`src/rtl/dcache_resp_unit.sv`:
```
// Data-side responder: accepts one load/store from MEM, runs it on an SRAM-style bus,
// and holds the right-aligned result (or an error) for writeback until it is consumed.
module dcache_resp_unit #(
  parameter int ADDR_W  = 64,
  parameter int TIMEOUT = 255
) (
  input  logic              clk,
  input  logic              rst,
  input  logic              req_valid,
  output logic              req_ready,
  input  logic              req_wen,
  input  logic [1:0]        req_size,
  input  logic [ADDR_W-1:0] req_addr,
  input  logic [63:0]       req_wdata,
  output logic [63:0]       mrdata,
  output logic              cache_valid,
  output logic              cache_err,
  input  logic              resp_ready,
  output logic              mem_req,
  input  logic              mem_gnt,
  output logic              mem_wen,
  output logic [ADDR_W-1:0] mem_addr,
  output logic [63:0]       mem_wdata,
  output logic [7:0]        mem_wstrb,
  input  logic              mem_rvalid,
  input  logic [63:0]       mem_rdata
);

  localparam logic [7:0] TIMEOUT_CNT = TIMEOUT[7:0];

  typedef enum logic [1:0] {
    S_IDLE,
    S_REQ,
    S_WAIT,
    S_RESP
  } state_t;

  state_t            state_reg, state_next;
  logic              wen_reg, wen_next;
  logic [1:0]        size_reg, size_next;
  logic [ADDR_W-1:0] addr_reg, addr_next;
  logic [63:0]       wdata_reg, wdata_next;
  logic [7:0]        cnt_reg, cnt_next;
  logic [63:0]       mrdata_reg, mrdata_next;
  logic              err_reg, err_next;

  logic [7:0]        cnt_inc;
  logic [2:0]        off;
  logic [5:0]        shamt;
  logic [3:0]        lane_lo, lane_hi;

  // Size encoding follows MemOP: 0 = 8B, 1 = 4B, 2 = 2B, 3 = 1B.
  function automatic logic misaligned(input logic [1:0] size, input logic [2:0] a);
    case (size)
      2'd0:    return a != 3'd0;
      2'd1:    return a[1:0] != 2'd0;
      2'd2:    return a[0];
      default: return 1'b0;
    endcase
  endfunction

  assign off     = addr_reg[2:0];
  assign shamt   = {off, 3'b000};
  assign cnt_inc = cnt_reg + 8'd1;

  always_ff @(posedge clk or posedge rst) begin
    if (rst) begin
      state_reg  <= S_IDLE;
      wen_reg    <= 1'b0;
      size_reg   <= 2'd0;
      addr_reg   <= '0;
      wdata_reg  <= '0;
      cnt_reg    <= '0;
      mrdata_reg <= '0;
      err_reg    <= 1'b0;
    end else begin
      state_reg  <= state_next;
      wen_reg    <= wen_next;
      size_reg   <= size_next;
      addr_reg   <= addr_next;
      wdata_reg  <= wdata_next;
      cnt_reg    <= cnt_next;
      mrdata_reg <= mrdata_next;
      err_reg    <= err_next;
    end
  end

  always_comb begin
    state_next  = state_reg;
    wen_next    = wen_reg;
    size_next   = size_reg;
    addr_next   = addr_reg;
    wdata_next  = wdata_reg;
    cnt_next    = cnt_reg;
    mrdata_next = mrdata_reg;
    err_next    = err_reg;

    case (state_reg)
      S_IDLE: begin
        if (req_valid) begin
          wen_next    = req_wen;
          size_next   = req_size;
          addr_next   = req_addr;
          wdata_next  = req_wdata;
          cnt_next    = '0;
          mrdata_next = '0;
          err_next    = 1'b0;
          // Misaligned accesses never touch the bus.
          if (misaligned(req_size, req_addr[2:0])) begin
            err_next   = 1'b1;
            state_next = S_RESP;
          end else begin
            state_next = S_REQ;
          end
        end
      end

      S_REQ: begin
        if (mem_gnt) begin
          cnt_next   = '0;
          state_next = S_WAIT;
        end
      end

      S_WAIT: begin
        cnt_next = cnt_inc;
        // Data arriving on the final allowed cycle still wins over the timeout.
        if (mem_rvalid) begin
          mrdata_next = wen_reg ? 64'd0 : (mem_rdata >> shamt);
          err_next    = 1'b0;
          state_next  = S_RESP;
        end else if (cnt_inc == TIMEOUT_CNT) begin
          mrdata_next = '0;
          err_next    = 1'b1;
          state_next  = S_RESP;
        end
      end

      S_RESP: begin
        if (resp_ready) begin
          state_next = S_IDLE;
        end
      end

      default: state_next = S_IDLE;
    endcase
  end

  assign req_ready   = (state_reg == S_IDLE);
  assign mem_req     = (state_reg == S_REQ);
  assign cache_valid = (state_reg == S_RESP);
  assign cache_err   = err_reg;
  assign mrdata      = mrdata_reg;

  assign mem_wen   = wen_reg;
  assign mem_addr  = {addr_reg[ADDR_W-1:3], 3'b000};
  assign mem_wdata = wdata_reg << shamt;

  // Byte lane gi is written when it falls in [off, off + bytes(size)); lanes past 7 drop off.
  assign lane_lo = {1'b0, off};
  assign lane_hi = lane_lo + (4'd8 >> size_reg);

  for (genvar gi = 0; gi < 8; gi++) begin : g_strb
    localparam logic [3:0] LANE = 4'(gi);
    assign mem_wstrb[gi] = wen_reg && (LANE >= lane_lo) && (LANE < lane_hi);
  end

endmodule
```
`config.mk`:
```
export PLATFORM = sky130hd
export DESIGN_NAME = dcache_resp_unit
export DESIGN_NICKNAME = d
export VERILOG_FILES = /design/src/rtl/dcache_resp_unit.sv
export SDC_FILE = /design/constraint.sdc
export NUM_CORES = 1
export LEC_CHECK = 0
export CORE_ASPECT_RATIO = 1.25
export CORE_MARGIN = 3
export CORE_UTILIZATION = 45
export CTS_BUF_LIST = sky130_fd_sc_hd__clkbuf_4
export DETAILED_ROUTE_END_ITERATION = 12
export GPL_ROUTABILITY_DRIVEN = 0
export PLACE_DENSITY_LB_ADDON = 0.1
export RECOVER_POWER = 50
export REMOVE_ABC_BUFFERS = 1
export SYNTH_ARGS = -nofsm -noshare
export SYNTH_HDL_FRONTEND = slang
export SYNTH_SLANG_ARGS = --single-unit
```
`constraint.sdc`:
```
create_clock -name clk -period 22.8 [get_ports clk]
set_clock_uncertainty 0.2 [all_clocks]
set_input_delay 4.56 -clock clk [delete_from_list [all_inputs] [get_ports clk]]
set_output_delay 4.56 -clock clk [all_outputs]
set_load 0.05 [all_outputs]
```
==> run_results.csv, run 1 <==
group,metric,value,unit
outcome,outcome,"finished, violations left",
outcome,violations,"capacitance limit, slew limit",
die,core,0.02618,mm^2
placed_design,hpwl,26260,um
routing,final_antenna_net_count,0,
die,die_y,189.1,um
worst_hold_path,hold_class,"reg -> reg",
global_routing,grt_antenna_before_repair,6,
cells_and_area,multiInputGateArea,0.005966,mm^2
worst_setup_path,crit_fanout,136,
cts,clockBufferDepth,3,
sta,fin_ws,10.46,ns
cts,cts_tree,"done",
routing,wl_per_cell,21.10,um
synth,yosys_warnings,0,
synth,synth_cells,1087,
routing,drtPass1Iterations,4,
cts,post_cts_buffers,0,
global_routing,grt_max_degree,138,
sta,fin_tns_setup,0,ns
synth,postSynth.asyncResetShare,100.0,%
cells_and_area,fin_nets,1617,
worst_setup_path,arrival,11.52,ns
sta,drv_slew,283,
routing,via_per_inst,5.513,
worst_setup_path,worstPathRequired,21.98,ns
routing,drt_iter0_markers,393,
die,fp.dieArea,0.02883,mm^2
die,rows,66,
global_routing,grtUsageTotal,25.61,%
worst_setup_path,start_kind,"input pin",
die,io_pins,406,
die,start_util,46.10,%
placed_design,place_ws,14.29,ns
routing,wl_met2,18710,um
cts,clk_pin_slew,0.06,ns
cells_and_area,fillers,2195,
global_routing,grt_overflow,0,
die,die_w,152.5,um
synth,ys_seq_area_share,42.71,%
routing,wl_met3,3195,um
worst_setup_path,reg2reg_setup_slack,17.91,ns
worst_setup_path,path_class,"in -> async",
sta,max_freq,81.06,MHz
sta,worst_slew_pin_slew,6.101,ns
synth,syn_avg_cell_area,11.10,um^2
synth,synth_area,0.01207,mm^2
placed_design,portBuffers,402,
cts,cts_hold_buf,0,
sta,period_needed,12.34,ns
cts,clk_latency,0.71,ns
synth,yosys.cell_types.count,56,
cts,root_buffer,"clkbuf_4",
sta,finalCritPeriodShare,54.11,%
synth,ys_seq_elements,206,
sta,hold_viol,0,
cts,cts_inserted_buffers,55,
cells_and_area,fin_cells,1792,
worst_setup_path,endpoint_kind,"async pin",
routing,wirelength,37810,um
sta,slew-limit-headroom,-309.0,%
routing,vias,9880,
routing,top_layer_used,"met5",
synth,synthFlopType,"dfrtp_1",
global_routing,grt_pass1_vias,10390,
placed_design,dp.cells,1689,
sta,setup_viol,0,
cells_and_area,regArea,0.005166,mm^2
placed_design,placed_cell_area,0.01574,mm^2
synth,synth_edf_count,0,
cts,cts.sinks,206,
routing,met1_length,14900,um
cells_and_area,syn2layout_area_growth,36.35,%
cts,cts_max_level,2,
sta,rsz0062_at_grt,"false",
cells_and_area,fin_area,0.01646,mm^2
routing,route.detailed.drc,0,
flow_run,cap_violations,3,
cells_and_area,drive_above_1_share,19.42,%
global_routing,grt_pass1_wl,58940,um
cts,post_cts_resized,0,
[placed cells by master (no fill, tap or decap), types with 3 or more instances in the layout]
cell type | synthesis | layout
clkdlybuf4s50_1 | 0 | 379
mux4_2 | 21 | 21
a21oi_1 | 47 | 47
dfrtp_4 | 0 | 3
nor3_1 | 5 | 4
buf_4 | 69 | 6
clkinv_2 | 0 | 3
or3_1 | 2 | 3
dfrtp_1 | 206 | 203
ha_1 | 9 | 9
and2_1 | 18 | 18
clkbuf_4 | 0 | 85
nand3b_1 | 5 | 5
mux2_2 | 148 | 148
dlygate4sd3_1 | 0 | 23
o31ai_1 | 2 | 3
a211oi_1 | 22 | 23
nand3_1 | 5 | 5
nand2_1 | 55 | 54
o32ai_1 | 5 | 5
clkinv_1 | 0 | 8
o2bb2ai_1 | 24 | 24
nor2_1 | 57 | 57
a22oi_1 | 6 | 6
nor2b_1 | 27 | 26
mux2i_1 | 112 | 112
nand2b_1 | 5 | 4
o21ai_0 | 45 | 45
a22o_1 | 41 | 41
inv_1 | 13 | 12
conb_1 | 1 | 3
o22ai_1 | 28 | 28
diode_2 | 0 | 5
[through the flow]
step,hold slack (ns),utilization [%]
after global routing,0.2979,62.86
final,0.2796,62.86
after CTS,0.2932,62.97
after global placement,0.2713,60.13
after detailed placement,0.2737,60.13
after floorplan,0.2757,-
[cell usage after synthesis, drive strengths merged (9+ instances only)]
| cell | n | area share, % |
|---|---|---|
| clkbuf | 22 | 0.68 |
| dfrtp | 206 | 43 |
| o21ai | 45 | 1.9 |
| a22o | 41 | 3.0 |
| a211oi | 23 | 1.5 |
| nor2 | 58 | 1.8 |
| mux2i | 112 | 9.3 |
| ha | 9 | 0.93 |
| o2bb2ai | 24 | 1.7 |
| buf | 128 | 6.8 |
| a21oi | 47 | 1.9 |
| inv | 13 | 0.40 |
| and2 | 18 | 0.93 |
| o22ai | 28 | 1.5 |
| mux2 | 149 | 14 |
| mux4 | 21 | 3.9 |
| nor2b | 28 | 1.5 |
| nand2 | 55 | 1.7 |
[logic make-up after synthesis]
kind of cell,after synthesis,share of synthesized area [%]
other,1,0.03107
adders and majority gates,10,1.099
buffers and inverters,163,7.910
xor gates and xnor gates,4,0.3526
and+or+nand+nor,189,7.599
DFF,206,42.71
AOI/OAI and AO/OA,232,13.16
muxes,282,27.14
[per-layer routing]
layer  vias to the layer above  global-route usage (%)
li1                       4580                       -
met1                      4853                   30.40
met2                       382                   44.03
met3                        63                   8.368
met4                         2                   8.673
met5                         -                       0
[critical path, cell delays in order]
cell and delay (ns):
dlygate4sd3_1 0.54, clkinvlp_2 3.37, clkbuf_1 2.88
[cell type report]
class / count / share of cell area (%)
Clock inverter: 13 / 0.6387
Antenna cell: 5 / 0.07603
Tap cell: 340 / 2.585
Multi-Input combinational cell: 720 / 36.25
Inverter: 13 / 0.3041
Timing Repair Buffer: 410 / 24.87
Clock buffer: 85 / 3.878
Sequential cell: 206 / 31.39
[final timing paths]
kind | startpoint | end | cells after the start
worst max-delay path | rst | addr_reg[1] | 3
worst min-delay path | mrdata[9] | mrdata[9] | 1
worst max register to register | state_reg[0] | mrdata[24] | 7
worst min register to register | mrdata[9] | mrdata[9] | 1
max in group clk | addr_reg[0] | mem_wstrb[2] | 8
min in group asynchronous | rst | addr_reg[7] | 2
Power of run 1 is not shown: default switching activity piles up to over one toggle a cycle in this logic, so the estimate is an artifact.
==> run 2, diff against run 1 <==
==> constraint.sdc (replaced) <==
create_clock -name clk -period 12.25 [get_ports clk]
set_clock_uncertainty 0.2 [all_clocks]
set_input_delay 2.45 -clock clk [delete_from_list [all_inputs] [get_ports clk]]
set_output_delay 2.45 -clock clk [all_outputs]
set_load 0.05 [all_outputs]
==> run_results.csv, run 2 (synthesis results as in run 1) <==
group,metric,value,unit
worst_setup_path,worstPathRequired,9.60,ns
cells_and_area,multiInputGateArea,0.005966,mm^2
global_routing,grt_overflow,0,
cts,cts_inserted_buffers,56,
worst_setup_path,path_class,"reg -> out",
sta,slew-limit-headroom,-196.2,%
cts,clk_latency,0.71,ns
sta,fin_tns_setup,0,ns
worst_setup_path,crit_fanout,65,
worst_setup_path,cp_slowest_cell,"dfrtp_4",
sta,setup_viol,0,
cts,post_cts_buffers,0,
routing,wl_per_cell,21.21,um
worst_hold_path,hold_class,"reg -> reg",
cts,post_cts_resized,0,
sta,max_freq,139.8,MHz
global_routing,grtUsageTotal,26.04,%
cts,cts_tree,"done",
flow_run,cap_violations,2,
cells_and_area,final_util,62.86,%
routing,vias,9868,
cells_and_area,drive_above_1_share,19.59,%
sta,rsz0062_at_grt,"false",
cts,clk_pin_slew,0.06,ns
global_routing,grt_pass1_wl,59890,um
die,die_y,189.1,um
global_routing,grt_pass1_vias,10480,
worst_setup_path,path_cells,"buf_4 -> nand2b_2 -> o22ai_1 -> clkdlybuf4s50_1",
sta,drv_slew,170,
routing,final_antenna_net_count,0,
worst_setup_path,endpoint_kind,"output port",
cts,cts_max_level,2,
cells_and_area,final_common_cell,"clkdlybuf4s50_1",
outcome,outcome,"finished, violations left",
die,rows,66,
routing,wirelength,38030,um
cells_and_area,fillers,2201,
global_routing,grt_max_degree,138,
global_routing,grt_antenna_before_repair,4,
cells_and_area,fin_cells,1793,
cts,cts_hold_buf,0,
placed_design,portBuffers,402,
sta,hold_viol,0,
sta,period_needed,7.153,ns
die,io_pins,406,
sta,worst_slew_pin_slew,4.419,ns
routing,drt_iter0_markers,437,
placed_design,hpwl,26470,um
routing,via_per_inst,5.504,
die,core,0.02618,mm^2
sta,fin_hold_ws,0.2872,ns
die,die_w,152.5,um
placed_design,dp.cells,1690,
cells_and_area,fin_nets,1619,
routing,drtPass1Iterations,4,
die,fp.dieArea,0.02883,mm^2
routing,route.detailed.drc,0,
cts,root_buffer,"clkbuf_4",
cells_and_area,layout_common_cells,"clkdlybuf4s50_1 (323), dfrtp_1 (203), mux2_2 (148)",
worst_setup_path,arrival,4.50,ns
cts,clockBufferDepth,3,
worst_setup_path,start_kind,"flip-flop",
worst_setup_path,max_stage_delay,1.01,ns
cells_and_area,regArea,0.005166,mm^2
outcome,violations,"capacitance limit, slew limit",
die,start_util,46.10,%
sta,finalCritPeriodShare,58.39,%
cells_and_area,syn2layout_area_growth,36.34,%
cts,cts.sinks,206,
run 2: critical path, delay by kind of cell (launching register included):
kind | cells | cell delay [ns]
buffers and inverters | 2 | 1.67
flip-flops | 1 | 1.01
AO/OA/AOI/OAI | 1 | 0.43
AND/OR/NAND/NOR | 1 | 0.66
run 2: worst paths after layout:
check                             start            end  slack (ns)  depth (start not counted)
setup / recovery            addr_reg[1]  mem_wdata[38]        5.10                          4
setup reg to reg           state_reg[0]     mrdata[26]        7.45                          7
hold / removal                mrdata[7]      mrdata[7]        0.29                          1
min in group asynchronous           rst    addr_reg[3]        3.36                          2
max in group asynchronous           rst    addr_reg[1]        5.49                          4
hold reg to reg               mrdata[7]      mrdata[7]        0.29                          1
run 2: area by class of cell:
class                   count  share of cell area, %
diodes                      3                0.04562
clock buffers              88                  4.015
clock inverters            12                 0.4562
inverters                  13                 0.3042
multi-input cells         720                  36.26
flip-flops and latches    206                  31.40
well taps                 340                  2.585
repair buffers            411                  24.94
run 2: stage by stage:
step	cell area, um^2	setup WS, ns
global route	16450	4.634
finish	16450	5.097
CTS	16480	5.004
global placement	15750	5.868
detailed placement	15750	5.818
floorplan	11170	2.989
run 2: per-layer routing:
metal,global-route usage (%),part of all wire (%),vias to the layer above
met5,0,0.018,-
li1,-,-,4579
met4,9.050,3.0,2
met3,8.573,8.5,69
met2,44.61,50,387
met1,30.89,39,4831
Power of run 2 is left out for the same reason.
==> run 3, diff against run 2 <==
==> constraint.sdc (replaced) <==
create_clock -name clk -period 7.1 [get_ports clk]
set_clock_uncertainty 0.2 [all_clocks]
set_input_delay 1.42 -clock clk [delete_from_list [all_inputs] [get_ports clk]]
set_output_delay 1.42 -clock clk [all_outputs]
set_load 0.05 [all_outputs]
==> run_results.csv, run 3 (synthesis results as in run 1) <==
group,metric,value,unit
worst_setup_path,cp_top_family,"buffers and inverters",
sta,setup_viol,0,
flow_run,cap_violations,3,
die,io_pins,406,
routing,met1_length,14550,um
placed_design,portBuffers,402,
placed_design,placed_cell_area,0.01576,mm^2
worst_setup_path,start_kind,"flip-flop",
cts,clockBufferDepth,3,
placed_design,hpwl,26310,um
routing,route.detailed.drc,0,
sta,finalCritPeriodShare,79.75,%
cells_and_area,fin_cells,1791,
worst_setup_path,arrival,4.04,ns
die,rows,66,
cells_and_area,syn2layout_area_growth,35.91,%
sta,max_freq,176.6,MHz
global_routing,grt_pass1_wl,57820,um
global_routing,grt_max_degree,129,
routing,drt_iter0_markers,364,
routing,via_per_inst,5.486,
routing,vias,9825,
global_routing,grt_overflow,0,
routing,top_layer_used,"met5",
sta,fin_ws,1.438,ns
cts,post_cts_buffers,0,
cts,clk_latency,0.67,ns
cells_and_area,final_common_cell,"clkdlybuf4s50_1",
worst_setup_path,worst-path-buf-inv,2,
worst_setup_path,path_class,"reg -> out",
sta,worst_slew_pin_slew,2.883,ns
routing,wl_per_cell,20.98,um
worst_setup_path,reg2reg_setup_slack,2.37,ns
cts,cts_max_level,2,
worst_setup_path,endpoint_kind,"output port",
routing,wl_met3,3510,um
outcome,outcome,"finished, violations left",
routing,wl_met2,18760,um
placed_design,place_ws,2.076,ns
routing,drtPass1Iterations,5,
sta,slew-limit-headroom,-92.18,%
worst_setup_path,path_cells,"buf_4 -> mux2_2 -> nor2_1 -> a21oi_1 -> nand2_1 -> o21ai_0 -> clkdlybuf4s50_1",
worst_setup_path,cp_slowest_cell,"dfrtp_4",
cells_and_area,drive_above_1_share,19.50,%
cts,cts.sinks,206,
die,start_util,46.10,%
cells_and_area,fin_nets,1621,
die,die_y,189.1,um
worst_hold_path,hold_class,"reg -> reg",
cells_and_area,fillers,2184,
cts,cts_hold_buf,0,
sta,period_needed,5.662,ns
die,core,0.02618,mm^2
worst_setup_path,crit_fanout,72,
cts,post_cts_resized,0,
placed_design,dp.cells,1693,
cts,root_buffer,"clkbuf_4",
cts,cts_inserted_buffers,55,
sta,rsz0062_at_grt,"false",
global_routing,grt_antenna_before_repair,6,
sta,fin_hold_ws,0.2845,ns
worst_setup_path,worstPathRequired,5.48,ns
cells_and_area,layout_common_cells,"clkdlybuf4s50_1 (371), dfrtp_1 (203), mux2_2 (148)",
sta,drv_slew,235,
die,fp.dieArea,0.02883,mm^2
global_routing,grt_pass1_vias,10110,
cts,clk_pin_slew,0.06,ns
cells_and_area,fin_area,0.01640,mm^2
sta,hold_viol,0,
cts,cts_tree,"done",
global_routing,grtUsageTotal,25.21,%
die,die_w,152.5,um
worst_setup_path,max_stage_delay,0.91,ns
outcome,violations,"capacitance limit, slew limit",
routing,wirelength,37570,um
routing,final_antenna_net_count,0,
[run 3: layer usage]
metal	up-vias	GRT usage [%]
li1	4587	-
met1	4758	29.76
met2	418	43.14
met3	60	9.396
met4	2	7.576
met5	-	0
[run 3: final cells by class]
cell class / count / area, um^2 / share of cell area [%]
Tap cell: 340 / 425.4 / 2.593
Inverter: 13 / 52.55 / 0.3204
Antenna cell: 5 / 12.51 / 0.07628
Sequential cell: 206 / 5166 / 31.50
Clock buffer: 82 / 615.6 / 3.753
Multi-Input combinational cell: 720 / 5971 / 36.40
Clock inverter: 11 / 50.05 / 0.3051
Timing Repair Buffer: 414 / 4110 / 25.06
[run 3: metrics by stage]
step	utilization (%)	setup TNS (ns)
5_1_grt	62.66	0
6_report	62.66	0
3_5_place_dp	60.20	0
2_1_floorplan	-	-43.95
4_1_cts	62.74	0
3_3_place_gp	60.20	0
[run 3: worst paths after layout]
path	from	end	cells after the start
setup reg to reg	state_reg[0]	mrdata[58]	7
min in group asynchronous	rst	addr_reg[42]	2
hold reg to reg	mrdata[53]	mrdata[53]	1
max in group asynchronous	rst	wdata_reg[32]	3
setup / recovery	addr_reg[1]	mem_wdata[58]	7
hold / removal	mrdata[53]	mrdata[53]	1
Power of run 3 is left out for the same reason.
